==> config.mk <==
export PLATFORM = sky130hd
export DESIGN_NAME = bcd_count_ctrl_flat
export DESIGN_NICKNAME = d
export VERILOG_FILES = /design/src/rtl/bcd_count_ctrl_pkg.sv /design/src/rtl/bcd_count_ctrl_if.sv /design/src/rtl/bcd3_step.sv /design/src/rtl/bcd_count_ctrl.sv /design/src/flat_wrapper.sv
export SDC_FILE = /design/constraint.sdc
export NUM_CORES = 1
export LEC_CHECK = 0
export BUFFER_PORTS_ARGS = -buffer_cell sky130_fd_sc_hd__buf_4
export CAP_MARGIN = 20
export CELL_PAD_IN_SITES_DETAIL_PLACEMENT = 1
export CELL_PAD_IN_SITES_GLOBAL_PLACEMENT = 1
export CORE_ASPECT_RATIO = 0.7
export CORE_MARGIN = 2
export CORE_UTILIZATION = 39
export CTS_BUF_LIST = sky130_fd_sc_hd__clkbuf_2
export CTS_CLUSTER_DIAMETER = 40
export DETAILED_ROUTE_END_ITERATION = 7
export PLACE_DENSITY_LB_ADDON = 0.2
export REMOVE_ABC_BUFFERS = 1
export SYNTH_ARGS = -nofsm -noshare
export SYNTH_HDL_FRONTEND = slang
export SYNTH_HIERARCHICAL = 1
export SYNTH_SLANG_ARGS = --single-unit
==> constraint.sdc <==
create_clock -name clock -period 3 [get_ports clock]
set_clock_uncertainty 0.1 [all_clocks]
set_input_delay 0 -clock clock [delete_from_list [all_inputs] [get_ports clock]]
set_output_delay 0 -clock clock [all_outputs]
set_load 0.005 [all_outputs]
==> src/rtl/bcd_count_ctrl_pkg.sv <==
// Shared definitions for the 3-digit packed-BCD count controller:
// digit/width constants, the run/stop state type and a BCD validity helper.
package bcd_count_ctrl_pkg;

   localparam int BCD_DIGITS = 3;
   localparam int BCD_WIDTH  = 4 * BCD_DIGITS;

   localparam logic [BCD_WIDTH-1:0] BCD_MAX = 12'h999;

   typedef enum logic [1:0] {
      STATE_IDLE = 2'd0,
      STATE_RUN  = 2'd1,
      STATE_DONE = 2'd2
   } state_t;

   // True when any nibble holds a non-decimal code (A..F)
   function automatic logic isInvalidBcd(input logic [BCD_WIDTH-1:0] value);
      logic bad;
      bad = 1'b0;
      for (int i = 0; i < BCD_DIGITS; i++) begin
         if (value[4*i +: 4] > 4'd9) begin
            bad = 1'b1;
         end
      end
      return bad;
   endfunction

endpackage

==> src/rtl/bcd_count_ctrl_if.sv <==
// Control and status bundle between an event source and the BCD count
// controller; the master drives commands, the slave reports the count.
interface bcd_count_ctrl_if;
   import bcd_count_ctrl_pkg::*;

   logic                 start;
   logic                 stop;
   logic                 clear;
   logic                 load;
   logic [BCD_WIDTH-1:0] loadValue;
   logic [BCD_WIDTH-1:0] limit;
   logic                 mode;
   logic                 tick;

   logic [BCD_WIDTH-1:0] count;
   logic                 running;
   logic                 done;
   logic                 wrap;
   logic                 error;

   modport master (
      output start, stop, clear, load, loadValue, limit, mode, tick,
      input  count, running, done, wrap, error
   );

   modport slave (
      input  start, stop, clear, load, loadValue, limit, mode, tick,
      output count, running, done, wrap, error
   );

endinterface

==> src/rtl/bcd3_step.sv <==
// Combinational packed-BCD "+1" across three digits; 999 rolls to 000 with
// carryOut high, which the controller also uses as its "count is 999" flag.
module bcd3_step
   import bcd_count_ctrl_pkg::*;
(
   input  logic [BCD_WIDTH-1:0] value,
   output logic [BCD_WIDTH-1:0] stepped,
   output logic                 carryOut
);

   logic       carry;
   logic [3:0] digit;

   // Ripple the +1 from the least significant digit upward
   always_comb begin
      carry   = 1'b1;
      digit   = 4'd0;
      stepped = '0;
      for (int i = 0; i < BCD_DIGITS; i++) begin
         digit = value[4*i +: 4];
         if (carry && (digit >= 4'd9)) begin
            stepped[4*i +: 4] = 4'd0;
            carry             = 1'b1;
         end else if (carry) begin
            stepped[4*i +: 4] = digit + 4'd1;
            carry             = 1'b0;
         end else begin
            stepped[4*i +: 4] = digit;
         end
      end
      carryOut = carry;
   end

endmodule

==> src/rtl/bcd_count_ctrl.sv <==
// Run/stop sequencer around a 3-digit BCD count register with a tick
// prescaler, programmable limit, wrap or halt behaviour and a sticky error.
module bcd_count_ctrl
   import bcd_count_ctrl_pkg::*;
#(
   parameter int TICK_DIV = 1
) (
   input  logic            clock,
   input  logic            reset,
   bcd_count_ctrl_if.slave bus
);

   localparam logic [7:0] PRESC_LAST = 8'(TICK_DIV - 1);

   state_t               state;
   state_t               stateNext;
   logic [BCD_WIDTH-1:0] count;
   logic [BCD_WIDTH-1:0] countNext;
   logic [BCD_WIDTH-1:0] countStep;
   logic                 countAtMax;
   logic [BCD_WIDTH-1:0] limitReg;
   logic [BCD_WIDTH-1:0] limitNext;
   logic [BCD_WIDTH-1:0] limitSampled;
   logic                 limitBad;
   logic                 loadBad;
   logic                 modeReg;
   logic                 modeNext;
   logic [7:0]           presc;
   logic [7:0]           prescNext;
   logic                 errorReg;
   logic                 errorNext;
   logic                 doneReg;
   logic                 doneNext;
   logic                 wrapReg;
   logic                 wrapNext;
   logic                 runningReg;

   bcd3_step stepInst (
      .value    (count),
      .stepped  (countStep),
      .carryOut (countAtMax)
   );

   assign limitBad     = isInvalidBcd(bus.limit);
   assign loadBad      = isInvalidBcd(bus.loadValue);
   assign limitSampled = limitBad ? BCD_MAX : bus.limit;

   // Only the highest-priority command acts; a Start seen while already
   // running is not a command, so a Tick in that cycle still counts.
   always_comb begin
      stateNext = state;
      countNext = count;
      limitNext = limitReg;
      modeNext  = modeReg;
      prescNext = presc;
      errorNext = errorReg;
      doneNext  = 1'b0;
      wrapNext  = 1'b0;

      if (bus.clear) begin
         countNext = '0;
         stateNext = STATE_IDLE;
         errorNext = 1'b0;
         prescNext = '0;
      end else if (bus.load) begin
         stateNext = STATE_IDLE;
         prescNext = '0;
         if (loadBad) begin
            errorNext = 1'b1;
         end else begin
            countNext = bus.loadValue;
         end
      end else if (bus.stop) begin
         if (state == STATE_RUN) begin
            stateNext = STATE_IDLE;
         end
      end else if (bus.start && (state != STATE_RUN)) begin
         prescNext = '0;
         modeNext  = bus.mode;
         limitNext = limitSampled;
         if (limitBad) begin
            errorNext = 1'b1;
         end
         if (state == STATE_DONE) begin
            countNext = '0;
            stateNext = STATE_RUN;
         end else if (bus.mode && (count == limitSampled)) begin
            stateNext = STATE_DONE;
            doneNext  = 1'b1;
         end else begin
            stateNext = STATE_RUN;
         end
      end else if ((state == STATE_RUN) && bus.tick) begin
         if (presc == PRESC_LAST) begin
            prescNext = '0;
            if (!modeReg) begin
               if ((count == limitReg) || countAtMax) begin
                  countNext = '0;
                  wrapNext  = 1'b1;
               end else begin
                  countNext = countStep;
               end
            end else if (countStep == limitReg) begin
               countNext = countStep;
               stateNext = STATE_DONE;
               doneNext  = 1'b1;
            end else if (countAtMax) begin
               countNext = '0;
               wrapNext  = 1'b1;
            end else begin
               countNext = countStep;
            end
         end else begin
            prescNext = presc + 8'd1;
         end
      end
   end

   // All state, including the registered status pulses, updates here
   always_ff @(posedge clock) begin
      if (reset) begin
         state      <= STATE_IDLE;
         count      <= '0;
         limitReg   <= BCD_MAX;
         modeReg    <= 1'b0;
         presc      <= '0;
         errorReg   <= 1'b0;
         doneReg    <= 1'b0;
         wrapReg    <= 1'b0;
         runningReg <= 1'b0;
      end else begin
         state      <= stateNext;
         count      <= countNext;
         limitReg   <= limitNext;
         modeReg    <= modeNext;
         presc      <= prescNext;
         errorReg   <= errorNext;
         doneReg    <= doneNext;
         wrapReg    <= wrapNext;
         runningReg <= (stateNext == STATE_RUN);
      end
   end

   assign bus.count   = count;
   assign bus.running = runningReg;
   assign bus.done    = doneReg;
   assign bus.wrap    = wrapReg;
   assign bus.error   = errorReg;

endmodule

==> src/flat_wrapper.sv <==
// flat-port wrapper written by rule: the top's interface ports become plain ports
module bcd_count_ctrl_flat import bcd_count_ctrl_pkg::*;
#(
   parameter int TICK_DIV = 1
)
  (clock, reset, bus_start, bus_stop, bus_clear, bus_load, bus_loadValue, bus_limit, bus_mode, bus_tick, bus_count, bus_running, bus_done, bus_wrap, bus_error);
  bcd_count_ctrl_if bus_i ();
  input  logic clock;
  input  logic reset;
  input wire logic [$bits(bus_i.start)-1:0] bus_start;
  input wire logic [$bits(bus_i.stop)-1:0] bus_stop;
  input wire logic [$bits(bus_i.clear)-1:0] bus_clear;
  input wire logic [$bits(bus_i.load)-1:0] bus_load;
  input wire logic [$bits(bus_i.loadValue)-1:0] bus_loadValue;
  input wire logic [$bits(bus_i.limit)-1:0] bus_limit;
  input wire logic [$bits(bus_i.mode)-1:0] bus_mode;
  input wire logic [$bits(bus_i.tick)-1:0] bus_tick;
  output wire logic [$bits(bus_i.count)-1:0] bus_count;
  output wire logic [$bits(bus_i.running)-1:0] bus_running;
  output wire logic [$bits(bus_i.done)-1:0] bus_done;
  output wire logic [$bits(bus_i.wrap)-1:0] bus_wrap;
  output wire logic [$bits(bus_i.error)-1:0] bus_error;
  assign bus_i.start = bus_start;
  assign bus_i.stop = bus_stop;
  assign bus_i.clear = bus_clear;
  assign bus_i.load = bus_load;
  assign bus_i.loadValue = bus_loadValue;
  assign bus_i.limit = bus_limit;
  assign bus_i.mode = bus_mode;
  assign bus_i.tick = bus_tick;
  assign bus_count = bus_i.count;
  assign bus_running = bus_i.running;
  assign bus_done = bus_i.done;
  assign bus_wrap = bus_i.wrap;
  assign bus_error = bus_i.error;
  bcd_count_ctrl #(.TICK_DIV(TICK_DIV)) u_core (.clock(clock), .reset(reset), .bus(bus_i));
endmodule
==> results <==
- In the global route stage, overall resource usage came out at 33.0%.
- The final number of hold-violating endpoints came to 0.
- The number of enable-type register cells in the synthesized netlist is 0.
- The number of pins exceeding their max-slew limit in the final report is 0.
- For this design the top-level I/O count stands at 48.
- The worst setup path is launched from a flip-flop.
- The smallest clock period supported by the final layout is computed as 3380 ps.
- Synthesis handed over a netlist of 331 instances.
- The cell repeated most along the worst path is sky130_fd_sc_hd__buf_4.
- The aggregate routed wire length is 13200 um.
- Setup repair after global routing could not meet its margin everywhere.
- For the final routed database, the setup TNS stands at -5520 ps.
- The library cell with the largest summed area after synthesis is sky130_fd_sc_hd__dfxtp_1.
- TritonCTS built the clock tree.
- By area the synthesized netlist is led by sky130_fd_sc_hd__dfxtp_1 29%, sky130_fd_sc_hd__xor2_1 5.2%, sky130_fd_sc_hd__ha_1 5.1%.
- Overall power consumption after layout is estimated at 1.09 mW.
- The worst-case IR drop observed on VDD is 0.137 mV.
- The area of the mapped netlist is 2680 um^2.
- The critical path goes through inv_2 > ha_2 > nor3b_4 > nor4_2 > buf_4 > buf_4 > a21oi_4 > xnor2_2 > nand4_1 > or4_4 > nand2_4 > nor4b_4 > buf_4 > buf_6 > a22o_1.
- Data arrives at the worst endpoint at 3660 ps.
- At the pin with the least slew margin, the transition time is 745 ps.
- The repair_antennas step left the layout with diodes totalling 0.
- Of the cells placed in the final design, the portion with a size suffix greater than 1 is 34.0%.
- The wire length of the first global-routing pass is 18700 um.
- The analysis attributes to cell leakage a power of 1.74 nW.
- The post-detailed-route count of antenna-violating nets is 0.
- The number of global-route vias before repair is 3444.
- Setup violations remaining at the end of the flow were counted as 16.
- For the worst setup path, the data required time is 3280 ps.
- The H-tree generated during clock tree synthesis spans 2 levels.
- The first detailed-routing pass took 5 iterations.
- Entering global routing, the biggest net connects 19 pins.
- The number of violations reported at the end of detailed-routing iteration 0 is 253.
- For the worst-skew pair, the clock arrives at the later sink with an insertion delay of 420 ps.
- Timing analysis after detailed placement gives a worst setup slack of -217 ps.
- The maximum count of clock buffers along a single path is 2.
- The worst pin sits at a relative slew slack of 50.3%.
- Measured along the y axis, the die boundary spans 73.4 um.
- The total of warnings raised by yosys is 6.
- The clock net sink count is 39.
- The final reports fail on negative setup slack.
- The flow ran to the end, but the final reports show violations.
- The number of placement rows is 25.
- The final worst slack is -381 ps.
- In the finished design, the share of the clock period the worst path needs comes to 113%.
- The reported max-cap violation count is 0.
- The clock root buffer is sky130_fd_sc_hd__clkbuf_2.
- Dividing the detail-routed wire length by the instance count gives 23.6 um.
- The synthesized design devotes to its leading area cell type 29.1% of total area.
- The clock-pin slew reported for the worst setup and hold paths after clock tree synthesis is 230 ps.
- The post-synthesis sequential element count is 39.
- Hold timing on the final database bottoms out at a slack of 72.4 ps.
- The class of the tightest hold or removal check is input port to flip-flop.
- The number of antenna violations at the first check in global routing is 0.
- Summing the sequential cell areas from Yosys gives 29.1% of the chip area.
- For this configuration, the core starts out at a cell density of 40.1%.
- The total overflow left after global routing is 0.
- The number of buffers and inverters on the critical path is 5.
- The post-synthesis to final-layout area growth is 56.7%.
- STA classifies the critical path endpoint as a flip-flop.
- For this run, design rule violations remaining after detail routing come to 0.
- Dividing the synthesized area by the synthesized cell count gives 8.11 um^2.
- The unique cell type count in the Yosys netlist is 54.
- The TritonCTS buffer count is 5.
- The longest individual stage delay on the worst path is 550 ps.
- Along the worst path, the maximum fanout reaches 6.
- The die width is 103 um.
- The number of filler cells placed in the layout is 799.
- For this design the ratio of total power to cell area is 259 nW/um^2.
- During placement, the flow inserted port buffers numbering 47.
- The fmax is 296 MHz.
- The number of vias per cell is 6.03.
- The worst setup path is of the flip-flop to flip-flop kind.
- The most used flip-flop cell after synthesis is sky130_fd_sc_hd__dfxtp_1.
- The number of nets in the layout is 509.
- In this run the standard cell core region covers 6690 um^2.
- The final standard cell utilization of the core is 62.8%.
- For this block, the via count after detailed routing is 3385.
- The cell family contributing the most delay on the critical path is simple AND/OR/NAND/NOR gates.
- The cell with the largest stage delay on the worst path is sky130_fd_sc_hd__or4_4.
- The floorplan step defined a die boundary enclosing 7570 um^2.
- In the synthesized netlist the async set-or-reset flop fraction comes to 0%.
- The half-perimeter wire length after detailed placement is 7310 um.
- The last weighted congestion value of the routability-driven placer is 0.870.
flip-flops by register name, summed over array words and instances, names as in the netlist:
signal,flops
u_core/bus.wrap,1
u_core/bus.error,1
u_core/modeReg,1
u_core/state,2
u_core/presc,8
u_core/limitReg,12
u_core/bus.done,1
u_core/bus.count,12
u_core/bus.running,1
report_power, final:
part / internal, mW / leakage (nW) / total (mW) / switching [mW]
logic: 0.137 / 1.39 / 0.292 / 0.155
registers: 0.527 / 0.318 / 0.535 / 0.00841
clock network: 0.0636 / 0.0330 / 0.261 / 0.198
total: 0.727 / 1.74 / 1.09 / 0.361
placed cells by master, fill, tap and decap left out, types with 6 or more instances in the layout:
master	count
sky130_fd_sc_hd__a21oi_1	14
sky130_fd_sc_hd__o21ai_0	15
sky130_fd_sc_hd__inv_1	19
sky130_fd_sc_hd__o2bb2ai_2	7
sky130_fd_sc_hd__nand4_1	8
sky130_fd_sc_hd__dfxtp_1	35
sky130_fd_sc_hd__ha_1	7
sky130_fd_sc_hd__dlygate4sd3_1	39
sky130_fd_sc_hd__xnor2_1	13
sky130_fd_sc_hd__and3_1	7
sky130_fd_sc_hd__nor2_1	21
sky130_fd_sc_hd__xor2_1	16
sky130_fd_sc_hd__nand2_1	25
sky130_fd_sc_hd__a22oi_1	6
sky130_fd_sc_hd__nand2b_1	7
sky130_fd_sc_hd__nand3_1	12
sky130_fd_sc_hd__clkbuf_2	7
sky130_fd_sc_hd__buf_4	97
metal layers:
metal  GRT usage (%)  vias up  wire, um
met1            42.4     1677      5450
met2            56.1      185      6440
met4            10.8        0       416
met5               0        -         0
li1                -     1480         -
met3            6.18       43       926
cell families after synthesis:
| kind of cell | count (synthesis) | share of synthesized area [%] |
|---|---|---|
| XOR/XNOR | 31 | 10.1 |
| buffers and inverters | 34 | 5.22 |
| AO/OA/AOI/OAI | 95 | 24.4 |
| multiplexers | 5 | 1.86 |
| flip-flops | 39 | 29.1 |
| AND/OR/NAND/NOR | 116 | 24.1 |
| adder cells (fa/ha/maj) | 11 | 5.13 |
repair_timing:
item	CTS	global route
endpoints found under the setup margin	16	17
gates cloned	1	0
resized for setup	32	27
endpoints found under the hold margin	31	0
pin swaps	15	16
buffers inserted	17	8
hold buffers	39	0
stage by stage:
| step | instances | area, um^2 |
|---|---|---|
| 5_1_grt | 561 | 4210 |
| 3_5_place_dp | 493 | 3350 |
| 2_1_floorplan | 320 | 2630 |
| 6_report | 561 | 4210 |
| 3_3_place_gp | 493 | 3350 |
| 4_1_cts | 557 | 4070 |
worst paths after layout:
path,start,endpoint,slack (ps),cells after the start
worst min-delay path,bus_load,u_core/bus.count[8],70,4
worst max-delay path,u_core/bus.count[1],u_core/bus.count[2],-380,15
worst min register to register,u_core/presc[3],u_core/presc[3],450,2
worst max register to register,u_core/bus.count[1],u_core/bus.count[2],-380,15
synth_stat cells, types with 2 or more instances:
master / number
sky130_fd_sc_hd__nand4_1: 8
sky130_fd_sc_hd__buf_2: 4
sky130_fd_sc_hd__a32oi_1: 3
sky130_fd_sc_hd__a221o_1: 2
sky130_fd_sc_hd__o21ai_0: 15
sky130_fd_sc_hd__clkbuf_1: 5
sky130_fd_sc_hd__nor3b_1: 2
sky130_fd_sc_hd__a41oi_1: 2
sky130_fd_sc_hd__nand2b_1: 7
sky130_fd_sc_hd__nand3b_1: 5
sky130_fd_sc_hd__nand2_1: 27
sky130_fd_sc_hd__o31ai_1: 3
sky130_fd_sc_hd__a21oi_1: 16
sky130_fd_sc_hd__a311oi_1: 2
sky130_fd_sc_hd__nand3_1: 12
sky130_fd_sc_hd__o2bb2ai_1: 10
sky130_fd_sc_hd__and3_1: 7
sky130_fd_sc_hd__nor2_1: 24
sky130_fd_sc_hd__and2_1: 2
sky130_fd_sc_hd__dfxtp_1: 39
sky130_fd_sc_hd__o22ai_1: 4
sky130_fd_sc_hd__o21ai_1: 8
sky130_fd_sc_hd__mux2i_1: 5
sky130_fd_sc_hd__a22o_1: 3
sky130_fd_sc_hd__a22oi_1: 6
sky130_fd_sc_hd__or4_1: 2
sky130_fd_sc_hd__nor2b_1: 4
sky130_fd_sc_hd__a21boi_0: 5
sky130_fd_sc_hd__a21o_1: 2
sky130_fd_sc_hd__nor3_1: 4
sky130_fd_sc_hd__nor4_1: 4
sky130_fd_sc_hd__a31o_2: 2
sky130_fd_sc_hd__xor2_1: 16
sky130_fd_sc_hd__xnor2_1: 15
sky130_fd_sc_hd__ha_1: 11
sky130_fd_sc_hd__nor4b_4: 2
sky130_fd_sc_hd__o2111ai_1: 3
sky130_fd_sc_hd__inv_1: 23
sky130_fd_sc_hd__nor4_2: 2
worst register-to-register path, stage by stage (launching register included):
cell and delay, ps:
sky130_fd_sc_hd__dfxtp_2 400, sky130_fd_sc_hd__inv_2 60, sky130_fd_sc_hd__ha_2 210, sky130_fd_sc_hd__nor3b_4 370
sky130_fd_sc_hd__nor4_2 70, sky130_fd_sc_hd__buf_4 160, sky130_fd_sc_hd__buf_4 150, sky130_fd_sc_hd__a21oi_4 190
sky130_fd_sc_hd__xnor2_2 150, sky130_fd_sc_hd__nand4_1 170, sky130_fd_sc_hd__or4_4 550, sky130_fd_sc_hd__nand2_4 100
sky130_fd_sc_hd__nor4b_4 220, sky130_fd_sc_hd__buf_4 160, sky130_fd_sc_hd__buf_6 130, sky130_fd_sc_hd__a22o_1 150
layout make-up:
| type | count | area, um^2 | area share (%) |
|---|---|---|---|
| multi-input cells | 258 | 2010 | 47.7 |
| flip-flops and latches | 39 | 788 | 18.7 |
| inverters | 23 | 88.8 | 2.11 |
| well taps | 94 | 118 | 2.80 |
| clock buffers | 7 | 35.0 | 0.833 |
| clock inverters | 1 | 5.00 | 0.119 |
| repair buffers | 139 | 1170 | 27.7 |
(Power assumes the default switching activity.)
